`config.mk`:
```
export PLATFORM = sky130hd
export DESIGN_NAME = mem_stage
export DESIGN_NICKNAME = d
export VERILOG_FILES = /design/src/rtl/mem_stage_pkg.sv /design/src/rtl/mem_stage_load_align.sv /design/src/rtl/mem_stage.sv
export SDC_FILE = /design/constraint.sdc
export NUM_CORES = 1
export LEC_CHECK = 0
export ABC_AREA = 1
export ABC_CLOCK_PERIOD_IN_PS = 3500
export BUFFER_PORTS_ARGS = -buffer_cell sky130_fd_sc_hd__clkbuf_2
export CORE_ASPECT_RATIO = 0.6
export CORE_MARGIN = 8
export CORE_UTILIZATION = 40
export DETAILED_ROUTE_END_ITERATION = 8
export PLACE_DENSITY = 0.69
export SETUP_SLACK_MARGIN = 0.1
export SYNTH_ARGS = -nofsm -noshare
export SYNTH_HDL_FRONTEND = slang
export SYNTH_SLANG_ARGS = --single-unit
```
`constraint.sdc`:
```
create_clock -name clk -period 3.5 [get_ports clk]
set_input_delay 0.35 -clock clk [delete_from_list [all_inputs] [get_ports clk]]
set_output_delay 0.35 -clock clk [all_outputs]
set_load 0.02 [all_outputs]
```
`src/rtl/mem_stage_pkg.sv`:
```
// Shared definitions for the memory-access stage: load-op encoding, exception
// vector layout and write-back/bypass bundle widths.
package mem_stage_pkg;

  localparam int DATA_W    = 32;
  localparam int RF_ADDR_W = 5;
  localparam int LD_OP_W   = 5;
  localparam int MS_EXC_W  = 7;

  // es_ld_op is one-hot {ld_w, ld_h, ld_hu, ld_b, ld_bu}
  localparam int LD_BU = 0;
  localparam int LD_B  = 1;
  localparam int LD_HU = 2;
  localparam int LD_H  = 3;
  localparam int LD_W  = 4;

  localparam int EXC_INT  = 0;
  localparam int EXC_ADEF = 1;
  localparam int EXC_INE  = 2;
  localparam int EXC_SYS  = 3;
  localparam int EXC_BRK  = 4;
  localparam int EXC_RSV  = 5;
  localparam int EXC_ALE  = 6;

  typedef struct packed {
    logic [DATA_W-1:0]    pc;
    logic [DATA_W-1:0]    result;
    logic                 res_from_mem;
    logic                 mem_req;
    logic [LD_OP_W-1:0]   ld_op;
    logic                 rf_we;
    logic [RF_ADDR_W-1:0] rf_waddr;
    logic                 csr_re;
  } ms_bundle_t;

endpackage

```
`src/rtl/mem_stage_load_align.sv`:
```
// Extracts the addressed byte/halfword from a 32-bit read word and extends it
// according to the one-hot load opcode.
module mem_stage_load_align
  import mem_stage_pkg::*;
(
  input  logic [DATA_W-1:0]  rdata,
  input  logic [1:0]         addr_lo,
  input  logic [LD_OP_W-1:0] ld_op,
  output logic [DATA_W-1:0]  wdata
);

  logic [7:0]  byte_v;
  logic [15:0] half_v;

  always_comb begin
    case (addr_lo)
      2'd0:    byte_v = rdata[7:0];
      2'd1:    byte_v = rdata[15:8];
      2'd2:    byte_v = rdata[23:16];
      default: byte_v = rdata[31:24];
    endcase
    half_v = addr_lo[1] ? rdata[31:16] : rdata[15:0];

    wdata = rdata;
    if (ld_op[LD_B])       wdata = {{24{byte_v[7]}}, byte_v};
    else if (ld_op[LD_BU]) wdata = {24'd0, byte_v};
    else if (ld_op[LD_H])  wdata = {{16{half_v[15]}}, half_v};
    else if (ld_op[LD_HU]) wdata = {16'd0, half_v};
  end

endmodule

```
`src/rtl/mem_stage.sv`:
```
// Memory-access pipeline stage: holds the EX bundle until its data-SRAM
// response arrives, buffers it across WB stalls and drops flushed responses.
module mem_stage
  import mem_stage_pkg::*;
#(
  parameter int EXC_W    = MS_EXC_W,
  parameter int CANCEL_W = 2
) (
  input  logic                 clk,
  input  logic                 reset,
  input  logic                 es_to_ms_valid,
  output logic                 ms_allowin,
  input  logic [DATA_W-1:0]    es_pc,
  input  logic [DATA_W-1:0]    es_result,
  input  logic                 es_res_from_mem,
  input  logic                 es_mem_req,
  input  logic [LD_OP_W-1:0]   es_ld_op,
  input  logic                 es_rf_we,
  input  logic [RF_ADDR_W-1:0] es_rf_waddr,
  input  logic                 es_csr_re,
  input  logic [EXC_W-1:0]     es_except,
  input  logic                 data_sram_data_ok,
  input  logic [DATA_W-1:0]    data_sram_rdata,
  input  logic                 except_flush,
  input  logic                 ws_allowin,
  output logic                 ms_to_ws_valid,
  output logic [DATA_W-1:0]    ms_pc,
  output logic                 ms_rf_we,
  output logic [RF_ADDR_W-1:0] ms_rf_waddr,
  output logic [DATA_W-1:0]    ms_rf_wdata,
  output logic [EXC_W-1:0]     ms_except,
  output logic                 ms_ex,
  output logic                 ms_fwd_we,
  output logic [RF_ADDR_W-1:0] ms_fwd_waddr,
  output logic [DATA_W-1:0]    ms_fwd_wdata,
  output logic                 ms_ld_pending,
  output logic                 ms_csr_re
);

  localparam logic [CANCEL_W-1:0] CANCEL_MAX = '1;

  logic                ms_valid_q, ms_valid_d;
  ms_bundle_t          bundle_q, bundle_d;
  logic [EXC_W-1:0]    except_q, except_d;
  logic                data_buf_valid_q, data_buf_valid_d;
  logic [DATA_W-1:0]   data_buf_q, data_buf_d;
  logic [CANCEL_W-1:0] cancel_cnt_q, cancel_cnt_d;

  logic                data_ok_eff;
  logic                ms_ready_go;
  logic                cancel_inc;
  logic                cancel_dec;
  logic [DATA_W-1:0]   raw_rdata;
  logic [DATA_W-1:0]   aligned_data;

  // Responses arrive in order, so while discards are outstanding every
  // data_ok belongs to a flushed instruction.
  assign data_ok_eff    = data_sram_data_ok & (cancel_cnt_q == '0);
  assign ms_ready_go    = ~bundle_q.mem_req | data_ok_eff | data_buf_valid_q;
  assign ms_allowin     = ~ms_valid_q | (ms_ready_go & ws_allowin);
  assign ms_to_ws_valid = ms_valid_q & ms_ready_go;

  assign cancel_inc = except_flush & ms_valid_q & bundle_q.mem_req
                    & ~data_buf_valid_q & ~data_ok_eff;
  assign cancel_dec = data_sram_data_ok & (cancel_cnt_q != '0);

  always_comb begin
    ms_valid_d = ms_valid_q;
    if (except_flush)    ms_valid_d = 1'b0;
    else if (ms_allowin) ms_valid_d = es_to_ms_valid;

    bundle_d = bundle_q;
    except_d = except_q;
    if (es_to_ms_valid && ms_allowin) begin
      bundle_d.pc           = es_pc;
      bundle_d.result       = es_result;
      bundle_d.res_from_mem = es_res_from_mem;
      bundle_d.mem_req      = es_mem_req;
      bundle_d.ld_op        = es_ld_op;
      bundle_d.rf_we        = es_rf_we;
      bundle_d.rf_waddr     = es_rf_waddr;
      bundle_d.csr_re       = es_csr_re;
      except_d              = es_except;
    end
  end

  always_comb begin
    data_buf_valid_d = data_buf_valid_q;
    data_buf_d       = data_buf_q;
    if (except_flush || (ms_to_ws_valid && ws_allowin)) begin
      data_buf_valid_d = 1'b0;
    end else if (data_ok_eff && ms_valid_q && bundle_q.mem_req && !ws_allowin) begin
      data_buf_valid_d = 1'b1;
      data_buf_d       = data_sram_rdata;
    end
  end

  always_comb begin
    cancel_cnt_d = cancel_cnt_q;
    if (cancel_inc && !cancel_dec) begin
      if (cancel_cnt_q != CANCEL_MAX) cancel_cnt_d = cancel_cnt_q + 1'b1;
    end else if (cancel_dec && !cancel_inc) begin
      cancel_cnt_d = cancel_cnt_q - 1'b1;
    end
  end

  always_ff @(posedge clk or posedge reset) begin
    if (reset) begin
      ms_valid_q       <= 1'b0;
      bundle_q         <= '0;
      except_q         <= '0;
      data_buf_valid_q <= 1'b0;
      data_buf_q       <= '0;
      cancel_cnt_q     <= '0;
    end else begin
      ms_valid_q       <= ms_valid_d;
      bundle_q         <= bundle_d;
      except_q         <= except_d;
      data_buf_valid_q <= data_buf_valid_d;
      data_buf_q       <= data_buf_d;
      cancel_cnt_q     <= cancel_cnt_d;
    end
  end

  assign raw_rdata = data_buf_valid_q ? data_buf_q : data_sram_rdata;

  mem_stage_load_align u_load_align (
    .rdata   (raw_rdata),
    .addr_lo (bundle_q.result[1:0]),
    .ld_op   (bundle_q.ld_op),
    .wdata   (aligned_data)
  );

  assign ms_pc         = bundle_q.pc;
  assign ms_except     = except_q & {EXC_W{ms_valid_q}};
  assign ms_ex         = |ms_except;
  assign ms_rf_we      = ms_valid_q & bundle_q.rf_we & ~ms_ex;
  assign ms_rf_waddr   = bundle_q.rf_waddr;
  assign ms_rf_wdata   = bundle_q.res_from_mem ? aligned_data : bundle_q.result;
  assign ms_fwd_we     = ms_valid_q & bundle_q.rf_we;
  assign ms_fwd_waddr  = bundle_q.rf_waddr;
  assign ms_fwd_wdata  = ms_rf_wdata;
  assign ms_ld_pending = ms_valid_q & bundle_q.res_from_mem & ~ms_ready_go;
  assign ms_csr_re     = ms_valid_q & bundle_q.csr_re;

endmodule

```
### Yosys cells after proc, flatten, opt, wreduce, memory -nomap -nowiden

Cells that the tools add are included.

| storage, ports and cells | value |
|---|---|
| register bits | 120 |
| output and inout bits | 120 |

| cells by class | value |
|---|---|
| add/sub/neg operators | 2 |
| eq/ne operators | 4 |
| mux-type cells | 15 |
| bitwise operators | 24 |
| reduce and logical (&&, ||, !) cells | 20 |

Operator list:

| kind | count |
|---|---|
| $mux 32 | 6 |
| $pmux 8 s3 | 1 |
| $mux 16 | 1 |
| $and 1x1->1 | 13 |
| $reduce_bool 2->1 | 4 |
| $and 7x7->7 | 1 |
| $logic_and 1x1->1 | 7 |
| $not 1->1 | 7 |
| $reduce_or 7->1 | 1 |
| $mux 2 | 3 |
| $logic_not 2->1 | 2 |
| $mux 1 | 4 |
| $reduce_and 2->1 | 2 |
| $logic_not 1->1 | 3 |
| $or 1x1->1 | 3 |
| $add 2x1->2 const B | 1 |
| $eq 2x1->1 const B | 1 |
| $eq 2x2->1 const B | 1 |
| $ne 2x1->1 const B | 1 |
| $ne 2x2->1 const B | 1 |
| $sub 2x1->2 const B | 1 |
| $logic_or 1x1->1 | 1 |

### Logic depth before layout (Yosys ltp)

| depth | value |
|---|---|
| depth after elaboration | 9 |
| mapped depth | 11 |

### Hierarchy

Synthesis repeated with hierarchy kept, for this count alone.

| second synthesis, totals | value |
|---|---|
| cells, all modules | 1063 |
| area, all modules | 7428.4 um^2 |

By module, submodules not included:

| module | instances | cells an instance | area each (um^2) | sequential area each (um^2) |
|---|---|---|---|---|
| mem_stage | 1 | 846 | 6495.0 | 3027.9 |
| mem_stage_load_align | 1 | 217 | 933.4 | 0.0 |

### Worst setup path before layout

Ideal clock, no wire load.

| timing path | value |
|---|---|
| path type | register to output |
| from | register data_buf_valid_q |
| to | output port ms_rf_wdata[29] |
| arrival time | 1.821 ns |
| path slack | 1.329 ns |
| cell stages (with the launch flop) | 9 |
| buffers on the path | 3 |
| cell sequence | dfrtp_1 -> buf_4 -> o21ai_0 -> nand2_1 -> nand3_2 -> nand3_2 -> buf_6 -> a21oi_1 -> buf_4 |

| on the way | value |
|---|---|
| longest elaborated chain between the ends | 6 |

RTL lines:

| item | line | text |
|---|---|---|
| start, declared | mem_stage.sv:45 | `logic data_buf_valid_q, data_buf_valid_d;` |
| start signal, assigned | mem_stage.sv:119 | `data_buf_valid_q <= data_buf_valid_d;` |
| $mux 32 (*) | mem_stage.sv:125 | `assign raw_rdata = data_buf_valid_q ? data_buf_q : data_sram_rdata;` |
| $mux 32 / $mux 16 (equally long branches) | mem_stage_load_align.sv:28, mem_stage_load_align.sv:22 |  |
| $mux 32 | mem_stage_load_align.sv:27 | `else if (ld_op[LD_H]) wdata = {{16{half_v[15]}}, half_v};` |
| $mux 32 | mem_stage_load_align.sv:26 | `else if (ld_op[LD_BU]) wdata = {24'd0, byte_v};` |
| $mux 32 (*) | mem_stage_load_align.sv:25 | `if (ld_op[LD_B]) wdata = {{24{byte_v[7]}}, byte_v};` |
| $mux 32 (*) | mem_stage.sv:139 | `assign ms_rf_wdata = bundle_q.res_from_mem ? aligned_data : bundle_q.result;` |
| end, declared | mem_stage.sv:30 | `output logic [DATA_W-1:0] ms_rf_wdata,` |

Every way passes the cells marked *; elsewhere a longest branch is shown, timed or not.

### Worst setup path in the final report

| timing path | value |
|---|---|
| from | register data_buf_valid_q |
| to | output port ms_fwd_wdata[25] |

| on the way | value |
|---|---|
| longest elaborated chain between the ends | 6 |

RTL lines:

| item | line | text |
|---|---|---|
| $mux 32 (*) | mem_stage.sv:125 |  |
| $mux 32 / $mux 16 (equally long branches) | mem_stage_load_align.sv:28, mem_stage_load_align.sv:22 |  |
| $mux 32 | mem_stage_load_align.sv:27 |  |
| $mux 32 | mem_stage_load_align.sv:26 |  |
| $mux 32 (*) | mem_stage_load_align.sv:25 |  |
| $mux 32 (*) | mem_stage.sv:139 |  |
| end, declared | mem_stage.sv:35 | `output logic [DATA_W-1:0] ms_fwd_wdata,` |

Marked as above.

==> out/metrics.yaml <==
routabilityCongestion: 0.932
cts_resized: 0
dp_slack_ns: 0.860
fin_crit_sh: 0.889
start_util: 0.411
dp_hpwl_mm: 17.8
synthToLayoutAreaGrowth_pct: 21.8
path_cells: "o21ai_0 > nand2_1 > nand3_2 > nand3_2 > buf_4 > a21oi_1 > clkbuf_2"
worst_slack_ns: 0.390
synth_nets: 1141
yosysTopAreaCellShare: 0.424
grt_pass1_wl_mm: 37.0
path_common_cell: "nand3_2"
worstPathRequired_ns: 3.15
synthSimpleGateAreaFrac: 0.334
grt_max_degree: 86
ys_ff_latch: 120
num_vias: 6843
period_needed_ns: 3.11
cp-end-kind: "primary output"
die_area_um2: 22400
synth.cell_area_um2: 7080
rsz0062_at_grt: "false"
pwr_density_cell_nw_per_um2: 624
skew_ns: 0.0100
comb_power_share: 0.302
startpoint_type: "flip-flop"
coreArea_um2: 17200
hold_viol_final: 0
cts_tree: "built"
synth_fa_ha_area_frac: 0
slowest_delay_ns: 0.61
viasPerCell: 4.84
gr-total-overflow: 0
routed_wl_mm: 23.3
synth_compound_area_frac: 0.0744
row_count: 37
antenna_found_initial: 1
route.detailed.drc: 0
clkTransAtPathRegs_ns: 0.06
synth_top_area_cell: "dfrtp_1"
max_freq_mhz: 322
drv_slew: 0
yosysWarnings: 0
clock-sinks: 120
whs_ns: 0.116
switching_share: 0.356
slowest_stage: "dfrtp_1"
routedWlPerCell_um: 16.4
nNetsFinal: 1290
multi_input_area_um2: 2920
p_leak_nw: 5.05
synthesis.instances: 1018
dieWidth_um: 188
die_h_um: 119
status: "finished, final reports clean"
clkPwrFrac: 0.369
synthMuxAreaShare: 0
synth.area.top_cells: "dfrtp_1 42%, nand2_1 21%, buf_4 9.1%"
grt_pass1_vias: 6587
postCtsSetupBuffers: 0
io_pins: 243
drt_iter0_drc: 478
crit_type: "reg2out"
final-setup-viol-count: 0
holdBufCountCts: 0
finalSetupTns_ns: 0
arrival_ns: 2.76
worst_slew_pin_slew_ns: 0.929
drive_gt1_frac: 0.268
p_int_mw: 3.47
antenna_cells: 0
synth_xor_area_frac: 0
cts_made_buffers: 17
ant_nets: 0
drv_cap: 0
gr-usage-all-layers: 0.206
critPathMaxFanout: 18
synth_seq_area_share: 0.424
fill_cells: 1780
seqPwrFrac: 0.329
clockBufferDepth: 2
p_sw_mw: 1.92
dr.pass1.iters: 5
relSlewSlack: 0.380
clock_latency_ns: 0.40
final-seq-area_um2: 3000
synthDistinctLibCells: 24
io_buffers: 241
min_path_type: "in2async"
avgSynthCellArea_um2: 6.95
synth_top_family_by_area: "simple AND/OR/NAND/NOR gates"
ir_worst_vdd_mv: 0.318
cts_max_level: 4
post-route-util: 0.501
root_buffer: "clkbuf_16"
==> final timing paths <==
| check | from | end | slack [ns] | cells past startpoint |
|---|---|---|---|---|
| worst max-delay path | data_buf_valid_q | ms_fwd_wdata[25] | 0.39 | 7 |
| worst min-delay path | reset | cancel_cnt_q[1] | 0.12 | 2 |
| worst max register to register | data_buf_valid_q | ms_pc[0] | 1.05 | 9 |
| worst min register to register | ms_pc[11] | ms_pc[11] | 0.48 | 2 |
| max in group asynchronous | reset | bundle_q[19] | 2.49 | 3 |
| min in group clk | es_pc[29] | ms_pc[29] | 0.16 | 3 |
==> cells by family after synthesis <==
| family | after synthesis |
|---|---|
| flops | 120 |
| buf+inv | 219 |
| simple gates | 583 |
| compound gates | 96 |
==> critical path: cells and delay by family (launching register included) <==
family	cells	cell delay (ns)
AO/OA/AOI/OAI	2	0.80
buffers and inverters	2	0.50
flip-flops	1	0.61
AND/OR/NAND/NOR	3	0.41
==> state kept, by name (all words and copies together) (netlist names) <==
signal,count
ms_fwd_waddr,5
bundle_q,40
ms_pc,32
data_buf_valid_q,1
ms_valid_q,1
except_q,7
cancel_cnt_q,2
data_buf_q,32
==> cells in the final DEF (no fill, tap or decap), types with 5 or more instances in the layout <==
master / count
o21ai_0: 23
buf_4: 17
a21oi_1: 27
o21ai_1: 32
bufinv_16: 5
clkbuf_16: 17
nor2_1: 59
a21oi_2: 10
nand3_1: 114
inv_1: 82
dfrtp_1: 120
nand2_1: 399
clkbuf_2: 240
==> power by group through the flow <==
stage | Clock (mW) | Combinational, mW | Sequential, mW
3_3_place_gp | 0 | 1.62 | 1.78
6_report | 1.98 | 1.63 | 1.77
4_1_cts | 2.03 | 1.64 | 1.77
3_5_place_dp | 0 | 1.64 | 1.79
5_1_grt | 2.09 | 1.80 | 1.80
2_1_floorplan | 0 | 1.31 | 1.74
==> layout make-up <==
type                       instances  share of cell area
timing repair buffer             262               0.164
tap                              234              0.0340
sequential                       120               0.348
clock inverter                    11              0.0225
clock buffer                      21              0.0546
multi-input combinational        679               0.339
inverter                          87              0.0383
==> stage by stage <==
stage | instances | power (mW) | instance area (µm²)
4_1_cts | 1414 | 5.43 | 8620
5_1_grt | 1414 | 5.69 | 8620
3_3_place_gp | 1382 | 3.40 | 7960
3_5_place_dp | 1382 | 3.43 | 7960
6_report | 1414 | 5.38 | 8620
2_1_floorplan | 1018 | 3.05 | 7080
==> synth_stat cells, drive strengths merged <==
cell    count
o21bai      1
or2         1
o22ai       2
nand3     119
clkinv      1
nand2     399
o21ai      56
nor3b       1
clkbuf     26
nand4       1
dfrtp     120
nor3        1
a21oi      37
buf       106
nor2       61
inv        86
==> routing by layer <==
layer,wire [µm],GRT usage
met3,2290,0.0790
met1,11200,0.296
met2,9650,0.291
met4,144,0.0402
met5,8,0
Power figures use the tool's default switching activity.
